### src/rtl/key_pkg.sv
// rtl/key_pkg.sv - shared keypad lane constants, lane index type and round-robin picker
package key_pkg;

    localparam int LANES  = 4;
    localparam int LANE_W = 2;

    typedef logic [LANE_W-1:0] lane_idx_t;

    // Returns {found, lane}: first requesting lane after 'last', wrapping.
    function automatic logic [LANE_W:0] rr_pick(input logic [LANES-1:0] req,
                                                input lane_idx_t        last);
        lane_idx_t idx;
        lane_idx_t pick;
        logic      found;
        pick  = '0;
        found = 1'b0;
        for (int k = 1; k <= LANES; k++) begin
            idx = last + lane_idx_t'(k);
            if (!found && req[idx]) begin
                found = 1'b1;
                pick  = idx;
            end
        end
        return {found, pick};
    endfunction

endpackage

### src/rtl/sync_fifo.sv
// rtl/sync_fifo.sv - synchronous FIFO with flush, registered count and full/empty flags
module sync_fifo #(
    parameter int WIDTH = 2,
    parameter int DEPTH = 4,
    localparam int PW = $clog2(DEPTH),
    localparam int CW = PW + 1
) (
    input  logic             clk,
    input  logic             rst,
    input  logic             flush,
    input  logic             push,
    input  logic [WIDTH-1:0] push_data,
    input  logic             pop,
    output logic [WIDTH-1:0] pop_data,
    output logic [CW-1:0]    count,
    output logic             full,
    output logic             empty
);

    logic [WIDTH-1:0] mem_q [DEPTH];
    logic [WIDTH-1:0] mem_d [DEPTH];
    logic [PW-1:0]    wr_ptr_q, wr_ptr_d;
    logic [PW-1:0]    rd_ptr_q, rd_ptr_d;
    logic [CW-1:0]    count_q, count_d;
    logic             push_ok, pop_ok;

    assign full     = (count_q == CW'(DEPTH));
    assign empty    = (count_q == '0);
    assign count    = count_q;
    // Empty queue presents lane 0 so the head output is defined out of reset.
    assign pop_data = empty ? '0 : mem_q[rd_ptr_q];

    always_comb begin
        push_ok  = push & ~full;
        pop_ok   = pop & ~empty;
        mem_d    = mem_q;
        wr_ptr_d = wr_ptr_q;
        rd_ptr_d = rd_ptr_q;
        count_d  = count_q + CW'(push_ok) - CW'(pop_ok);
        if (push_ok) begin
            mem_d[wr_ptr_q] = push_data;
            wr_ptr_d        = wr_ptr_q + 1'b1;
        end
        if (pop_ok) begin
            rd_ptr_d = rd_ptr_q + 1'b1;
        end
        if (flush) begin
            wr_ptr_d = '0;
            rd_ptr_d = '0;
            count_d  = '0;
        end
    end

    always_ff @(posedge clk or negedge rst) begin
        if (!rst) begin
            mem_q    <= '{default: '0};
            wr_ptr_q <= '0;
            rd_ptr_q <= '0;
            count_q  <= '0;
        end else begin
            mem_q    <= mem_d;
            wr_ptr_q <= wr_ptr_d;
            rd_ptr_q <= rd_ptr_d;
            count_q  <= count_d;
        end
    end

endmodule

### src/rtl/key_event_arbiter.sv
// rtl/key_event_arbiter.sv - keypad press edge detect, pending register, round-robin grant into event queue
module key_event_arbiter
    import key_pkg::*;
#(
    parameter int LANES      = key_pkg::LANES,
    parameter int FIFO_DEPTH = 4
) (
    input  logic                        clk,
    input  logic                        rst,
    input  logic [LANES-1:0]            clean,
    input  logic                        enable,
    input  logic                        clr_flags,
    input  logic                        evt_ready,
    output logic                        evt_valid,
    output logic [1:0]                  evt_lane,
    output logic [LANES-1:0]            pending,
    output logic [$clog2(FIFO_DEPTH):0] fifo_count,
    output logic                        dropped
);

    logic [LANES-1:0] prev_q, prev_d;
    logic             armed_q, armed_d;
    logic [LANES-1:0] pending_q, pending_d;
    lane_idx_t        last_grant_q, last_grant_d;
    logic             dropped_q, dropped_d;

    logic [LANES-1:0] press;
    logic [LANES-1:0] grant_vec;
    logic             grant_found, grant_vld, drop;
    lane_idx_t        grant_idx;
    logic             fifo_full, fifo_empty;
    lane_idx_t        head_lane;

    always_comb begin
        prev_d  = clean;
        armed_d = 1'b1;
        // Lanes already held at reset release must not look like fresh presses.
        press   = armed_q ? (prev_q & ~clean) : '0;

        {grant_found, grant_idx} = rr_pick(pending_q, last_grant_q);
        grant_vld = enable & ~fifo_full & grant_found;
        grant_vec = '0;
        if (grant_vld) begin
            grant_vec[grant_idx] = 1'b1;
        end

        last_grant_d = grant_vld ? grant_idx : last_grant_q;

        if (enable) begin
            // A press on the lane being granted this cycle re-arms it without a drop.
            drop      = |(press & pending_q & ~grant_vec);
            pending_d = (pending_q & ~grant_vec) | press;
        end else begin
            drop      = 1'b0;
            pending_d = '0;
        end

        if (drop) begin
            dropped_d = 1'b1;
        end else if (clr_flags) begin
            dropped_d = 1'b0;
        end else begin
            dropped_d = dropped_q;
        end
    end

    always_ff @(posedge clk or negedge rst) begin
        if (!rst) begin
            prev_q       <= '1;
            armed_q      <= 1'b0;
            pending_q    <= '0;
            last_grant_q <= lane_idx_t'(LANES - 1);
            dropped_q    <= 1'b0;
        end else begin
            prev_q       <= prev_d;
            armed_q      <= armed_d;
            pending_q    <= pending_d;
            last_grant_q <= last_grant_d;
            dropped_q    <= dropped_d;
        end
    end

    sync_fifo #(
        .WIDTH (LANE_W),
        .DEPTH (FIFO_DEPTH)
    ) u_evt_fifo (
        .clk       (clk),
        .rst       (rst),
        .flush     (~enable),
        .push      (grant_vld),
        .push_data (grant_idx),
        .pop       (evt_ready & ~fifo_empty),
        .pop_data  (head_lane),
        .count     (fifo_count),
        .full      (fifo_full),
        .empty     (fifo_empty)
    );

    assign evt_valid = ~fifo_empty;
    assign evt_lane  = head_lane;
    assign pending   = pending_q;
    assign dropped   = dropped_q;

endmodule
### config.mk
export PLATFORM = sky130hd
export DESIGN_NAME = key_event_arbiter
export DESIGN_NICKNAME = d
export VERILOG_FILES = /design/src/rtl/key_pkg.sv /design/src/rtl/sync_fifo.sv /design/src/rtl/key_event_arbiter.sv
export SDC_FILE = /design/constraint.sdc
export NUM_CORES = 1
export LEC_CHECK = 0
export ABC_AREA = 1
export CAP_MARGIN = 10
export CORE_AREA = 2 2 88 56
export DETAILED_ROUTE_END_ITERATION = 12
export DIE_AREA = 0 0 90 58
export SLEW_MARGIN = 10
export SYNTH_ARGS = -nofsm -noshare
export SYNTH_HDL_FRONTEND = slang
export SYNTH_SLANG_ARGS = --single-unit
### constraint.sdc
create_clock -name clk -period 3.1 [get_ports clk]
set_clock_uncertainty 0.2 [all_clocks]
set_input_delay 0.31 -clock clk [delete_from_list [all_inputs] [get_ports clk]]
set_output_delay 0.31 -clock clk [all_outputs]
set_load 0.02 [all_outputs]
Word-level counts from Yosys, hierarchy flattened
Cells that the tools add are included.
W data, S select, Z words.

word-level totals
  register bits = 27
  bits of input ports = 9
  output and inout port bits = 11

cells by class
  $lt $le $gt $ge = 9
  mux-type cells = 36
  bitwise gates (word level) = 16
  equality and inequality tests = 3
  add/subtract/negate cells = 7
  reductions and logical operators = 11

operators with widths
  cell                   number
  $mux W2                12
  $and A4 B4 Y4          4
  $lt A2 B3 Y1 const B   5
  $mux W1                12
  $mux W4                3
  $bmux W1 S2            4
  $bwmux W8              1
  $not A4 Y4             2
  $add A2 B1 Y2 const B  3
  $ge A3 B3 Y1 const B   2
  $not A2 Y3             2
  $and A1 B1 Y1          5
  $logic_and A1 B1 Y1    5
  $add A2 B2 Y2 const B  2
  $bmux W2 S2            1
  $demux W2 S2           1
  $ne A2 B1 Y1 const B   2
  $or A4 B4 Y4           1
  $reduce_or A4 Y1       1
  $add A3 B1 Y3          1
  $eq A3 B3 Y1 const B   1
  $logic_not A1 Y1       3
  $logic_not A3 Y1       1
  $lt A3 B1 Y1 const B   1
  other kinds (6)        7

Logic depth before layout (Yosys ltp)
  depth after elaboration = 23
  mapped depth = 16
  gate-level depth less buffers = 15

Cells and area by module
From an unflattened synthesis, not the netlist that was laid out.

unflattened totals
  cell total of the unflattened synthesis = 240
  area total of the unflattened synthesis = 1808.0 µm²

modules (own cells, without submodules)
  module             times used  seq. area each (µm²)  cells an instance  area each (µm²)
  sync_fifo          1           375.4                 115                919.6
  key_event_arbiter  1           307.8                 125                888.4

Least setup slack after synthesis
Ideal clock, no wire load.

  path kind = reg2reg
  start = register u_evt_fifo.count_q[1], in the netlist u_evt_fifo.count[1]
  end = register u_evt_fifo.count_q[2], in the netlist u_evt_fifo.count[2]
  setup slack = 0.490 ns
  path buffers = 0
  stages on the path, launching flop included = 13
  clock period less this slack = 2.610 ns
  required time = 2.814 ns
  data arrival time = 2.325 ns
  setup time = 0.086 ns
  cells stage by stage = dfrtp_1 > or2_2 > nor2_1 > inv_1 > nand2_1 > inv_1 > ha_1 > inv_1 > ha_1 > inv_1 > fa_1 > and3_1 > nor3_1

between the ends
  elaborated cells between the ends (all ways) = 12
  those cells by class = 2 x add/sub; 1 x eq/ne; 1 x mux; 7 x bitwise; 1 x reduce/logical

RTL lines
  what                             line                     RTL
  from (decl)                      sync_fifo.sv:24          logic [CW-1:0] count_q, count_d;
  from (signal assigned)           sync_fifo.sv:64          count_q <= count_d;
  $logic_not A3 Y1 (*)             sync_fifo.sv:28          assign empty = (count_q == '0);
  $not A1 Y1 (*)                   --
  named net evt_valid              key_event_arbiter.sv:14  output logic evt_valid,
  $and A1 B1 Y1                    key_event_arbiter.sv:92  .pop (evt_ready & ~fifo_empty),
  $and A1 B1 Y1 (*)                sync_fifo.sv:35          pop_ok = pop & ~empty;
  $sub A3 B1 Y3 (*)                sync_fifo.sv:39          count_d = count_q + CW'(push_ok) - CW'(pop_ok);
  $mux W3 (*)                      sync_fifo.sv:47          if (flush) begin
  named net u_evt_fifo.count_d[2]  sync_fifo.sv:24

The timed path passes the listed nets; every way through them passes the cells marked *.
A chain may end at the register's enable or synchronous reset.

Worst setup path in the final report
  start = register last_grant_q[0]
  end = register u_evt_fifo.count_q[1], in the netlist u_evt_fifo.count[1]

between the ends
  word-level cells in the longest chain between the ends = 18
  elaborated cells between the ends (all ways) = 26
  those cells by class = 5 x add/sub; 13 x mux; 2 x bitwise; 6 x reduce/logical

RTL lines
  what                             line                     RTL
  from (decl)                      key_event_arbiter.sv:24  lane_idx_t last_grant_q, last_grant_d;
  from (signal assigned)           key_event_arbiter.sv:72  last_grant_q <= lane_idx_t'(LANES - 1);
  from (signal assigned)           key_event_arbiter.sv:78  last_grant_q <= last_grant_d;
  $add A2 B1 Y2                    key_pkg.sv:18            idx = last + lane_idx_t'(k);
  $bmux W1 S2                      key_pkg.sv:19            if (!found && req[idx]) begin
  $mux W1 (not written as such)    key_pkg.sv:19
  $mux W1                          key_pkg.sv:19
  $logic_not A1 Y1                 key_pkg.sv:19
  $logic_and A1 B1 Y1              key_pkg.sv:19
  $mux W1                          key_pkg.sv:19
  $logic_not A1 Y1                 key_pkg.sv:19
  [3 not listed]                   --
  $logic_and A1 B1 Y1              key_pkg.sv:19
  $mux W1 (*)                      key_pkg.sv:19
  $and A1 B1 Y1 (*)                key_event_arbiter.sv:41  grant_vld = enable & ~fifo_full & grant_found;
  $and A1 B1 Y1 (*)                sync_fifo.sv:34          push_ok = push & ~full;
  $add A3 B1 Y3 (*)                sync_fifo.sv:39
  $sub A3 B1 Y3 (*)                sync_fifo.sv:39
  $mux W3 (*)                      sync_fifo.sv:47
  named net u_evt_fifo.count_d[1]  sync_fifo.sv:24

The timed path passes the listed nets; every way through them passes the cells marked *. The select of a mux whose other input is x is not followed.

==> results.cfg <==
[status]
status = finished, final reports clean

[synthesis]
synth-edff-count = 0
synth_nets = 221
synth_top_area_cell = dfrtp_1
yosysSeqAreaShare_pct = 41.6
synth-warning-count = 0
synth-xor-area-share_pct = 0.533
ys_ff_latch = 27
synth_cell_type_count = 31
synth_top_area_share_pct = 32.0
synthArstFlopShare_pct = 100
netlist_top_cells_area = dfrtp_1 (32%), nand2_1 (13%), dfstp_2 (9.6%)
synth-compound-area-share_pct = 8.76
synth.most_common_cell = nand2_1
synthMuxAreaShare_pct = 0
synthesis.area_mm2 = 0.00164
synthTopCellsByCount = nand2_1 (59), dfrtp_1 (21), inv_1 (19), nor2_1 (19), o21ai_0 (16)
synth_top_family_by_area = simple AND/OR/NAND/NOR gates
avgSynthCellArea_um2 = 8.01
synth_simple_gate_area_share_pct = 35.3
syn_inst = 205
synthAdderAreaFrac_pct = 5.79
ys.flop_type = dfrtp_1

[cts]
h-tree-depth = 1
insertion_delay_ns = 0.27
tritoncts = yes
clkTransAtPathRegs_ns = 0.09
cts-root-buf = clkbuf_8
cts-buffers-inserted = 3
post_cts_buffers = 0
post_cts_resized = 0
hold_buffers = 0
clock_sinks = 27
clk_path_buf_depth = 2

[drt]
drt-initial-drc-count = 70
drc_errors = 0
dr.pass1.iters = 4
wl_per_cell_um = 11.7
vias = 1328
drtAntennaViolNets = 0
wl_mm = 3.38
vias_per_cell = 4.58

[worst_setup_path]
cp.arrival_ns = 2.70
startpoint = last_grant_q[0]
crit_type = flip-flop to flip-flop
cp.required_ns = 3.10
rr_startpoint = last_grant_q[0]
critical-path-max-stage-delay_ns = 0.70
rr_worst_depth = 13
worstReg2RegEnd = u_evt_fifo.count[1]
cpMaxStageDelayCell = dfstp_2
critPathLaunchType = flip-flop
end_kind = flip-flop
cp_max_fo = 14
path_cells = inv_8, nand2_1, nand2_1, nand2_2, nand2_4, nor2_4, nand3b_2, nand2_4, inv_4, ha_1, inv_1, fa_1, nor2_1
rrSetupSlack_ns = 0.40

[floorplanning]
boundaryPins = 20
die_y_um = 58
rows = 19
start_util_pct = 37.2
fp.dieW_um = 90
core_mm2 = 0.00442
die-area_mm2 = 0.00522

[global_route]
grt_pass1_wl_mm = 5.97
grt_max_degree = 28
grt_overflow_total = 0
grtUsageTotal_pct = 14.4
first_global_vias = 1245
antenna_found_initial = 0

[power_and_ir_drop]
ir_drop_uv = 341
power_density_mw_per_mm2 = 872
p_leak_nw = 0.899

[placed_design]
portBuffers = 19
place_hpwl_mm = 2.66
placedCellCount = 286
place.gp.congestion = 0.788

[hold_path]
hp-class = primary input to asynchronous set/reset pin

[cells_and_area]
final_nets = 244
finish.utilization_pct = 43.7
drive_above_1_share_pct = 15.9
final_cells = 290
antenna_cells = 0
nFillCells = 466
synthToLayoutAreaGrowth_pct = 17.7

[timing]
finalHoldViolCount = 0
period_needed_ns = 2.70
post-route-period-util_pct = 87.1
setup_tns_ns = 0
slew_viol_final = 0
setup_viol = 0
clock.fmax_mhz = 370
grt_setup_unrepaired = no

[job]
cap_violations = 0
-- kinds of logic (layout without fill, tap and decap cells) --
family	after synthesis	count (layout)
XOR/XNOR	1	1
adder cells (fa/ha/maj)	7	7
other	1	1
flip-flops	27	27
buffers and inverters	25	47
AO/OA/AOI/OAI	28	28
AND/OR/NAND/NOR	116	116
-- area by class of cell --
type	count	area [µm²]	share of cell area (%)
multi-input combinational	153	832	43.0
tap	63	78.8	4.08
clock buffer	3	41.3	2.13
clock inverter	1	5.00	0.259
inverter	23	96.3	4.98
timing repair buffer	20	198	10.2
sequential	27	683	35.3
-- through the flow --
step,hold slack [ns],setup slack (ns),instance area [µm²],power (W)
floorplan,-0.186,0.490,1640,0.00126
global placement,0.268,0.423,1890,0.00149
detailed placement,0.272,0.343,1890,0.00149
CTS,0.212,0.410,1930,0.00170
global route,0.225,0.167,1930,0.00186
finish,0.198,0.401,1930,0.00169
-- registers in the layout, indices dropped and copies added (netlist names) --
register and cells:
armed_q 1, dropped 1, last_grant_q 2, pending 4
prev_q 4, u_evt_fifo.count 3, u_evt_fifo.mem_q 8, u_evt_fifo.rd_ptr_q 2
u_evt_fifo.wr_ptr_q 2
-- how the worst max path moves through the flow --
stage,end,slack [ns],depth (start not counted)
6_report,u_evt_fifo.count[1],0.40,13
3_3_place_gp,u_evt_fifo.count[2],0.42,10
5_1_grt,u_evt_fifo.count[2],0.17,12
2_1_floorplan,u_evt_fifo.count[2],0.49,12
3_5_place_dp,u_evt_fifo.count[2],0.34,10
4_1_cts,u_evt_fifo.count[1],0.41,13
-- per-layer routing --
metal | global-route usage, % | routed length, µm | up-vias | part of all wire, %
met4 | 1.98 | 11 | 0 | 0.33
met3 | 4.03 | 145 | 2 | 4.3
met1 | 22.7 | 1940 | 612 | 57
met5 | 0 | 0 | - | 0
met2 | 19.8 | 1290 | 19 | 38
li1 | - | - | 695 | -
-- critical path: cells and delay by family (launching register included) --
| family | cells | cell delay, ns |
|---|---|---|
| and+or+nand+nor | 8 | 0.88 |
| adders and majority gates | 2 | 0.61 |
| DFF | 1 | 0.70 |
| buffers and inverters | 3 | 0.23 |
-- cell usage in the layout, fill, tap and decap left out, types with 2 or more instances in the layout --
master / instances
nand3_2: 3
nand2_4: 6
nand3_1: 8
clkdlybuf4s50_1: 19
clkbuf_8: 3
nor2_1: 19
dfrtp_1: 21
inv_1: 19
nand2_2: 7
nand2_1: 59
inv_2: 2
ha_1: 6
o21ai_0: 16
dfstp_2: 6
nand4_1: 3
nand3b_1: 4
a21oi_1: 9
nor2_4: 2
-- power by group --
| group | switching [W] | internal (W) | total [W] |
|---|---|---|---|
| Sequential | 0.0000969 | 0.000457 | 0.000554 |
| Combinational | 0.000589 | 0.000344 | 0.000933 |
| Clock | 0.000110 | 0.0000901 | 0.000200 |
Note: power is estimated with default switching activity, not from simulation.
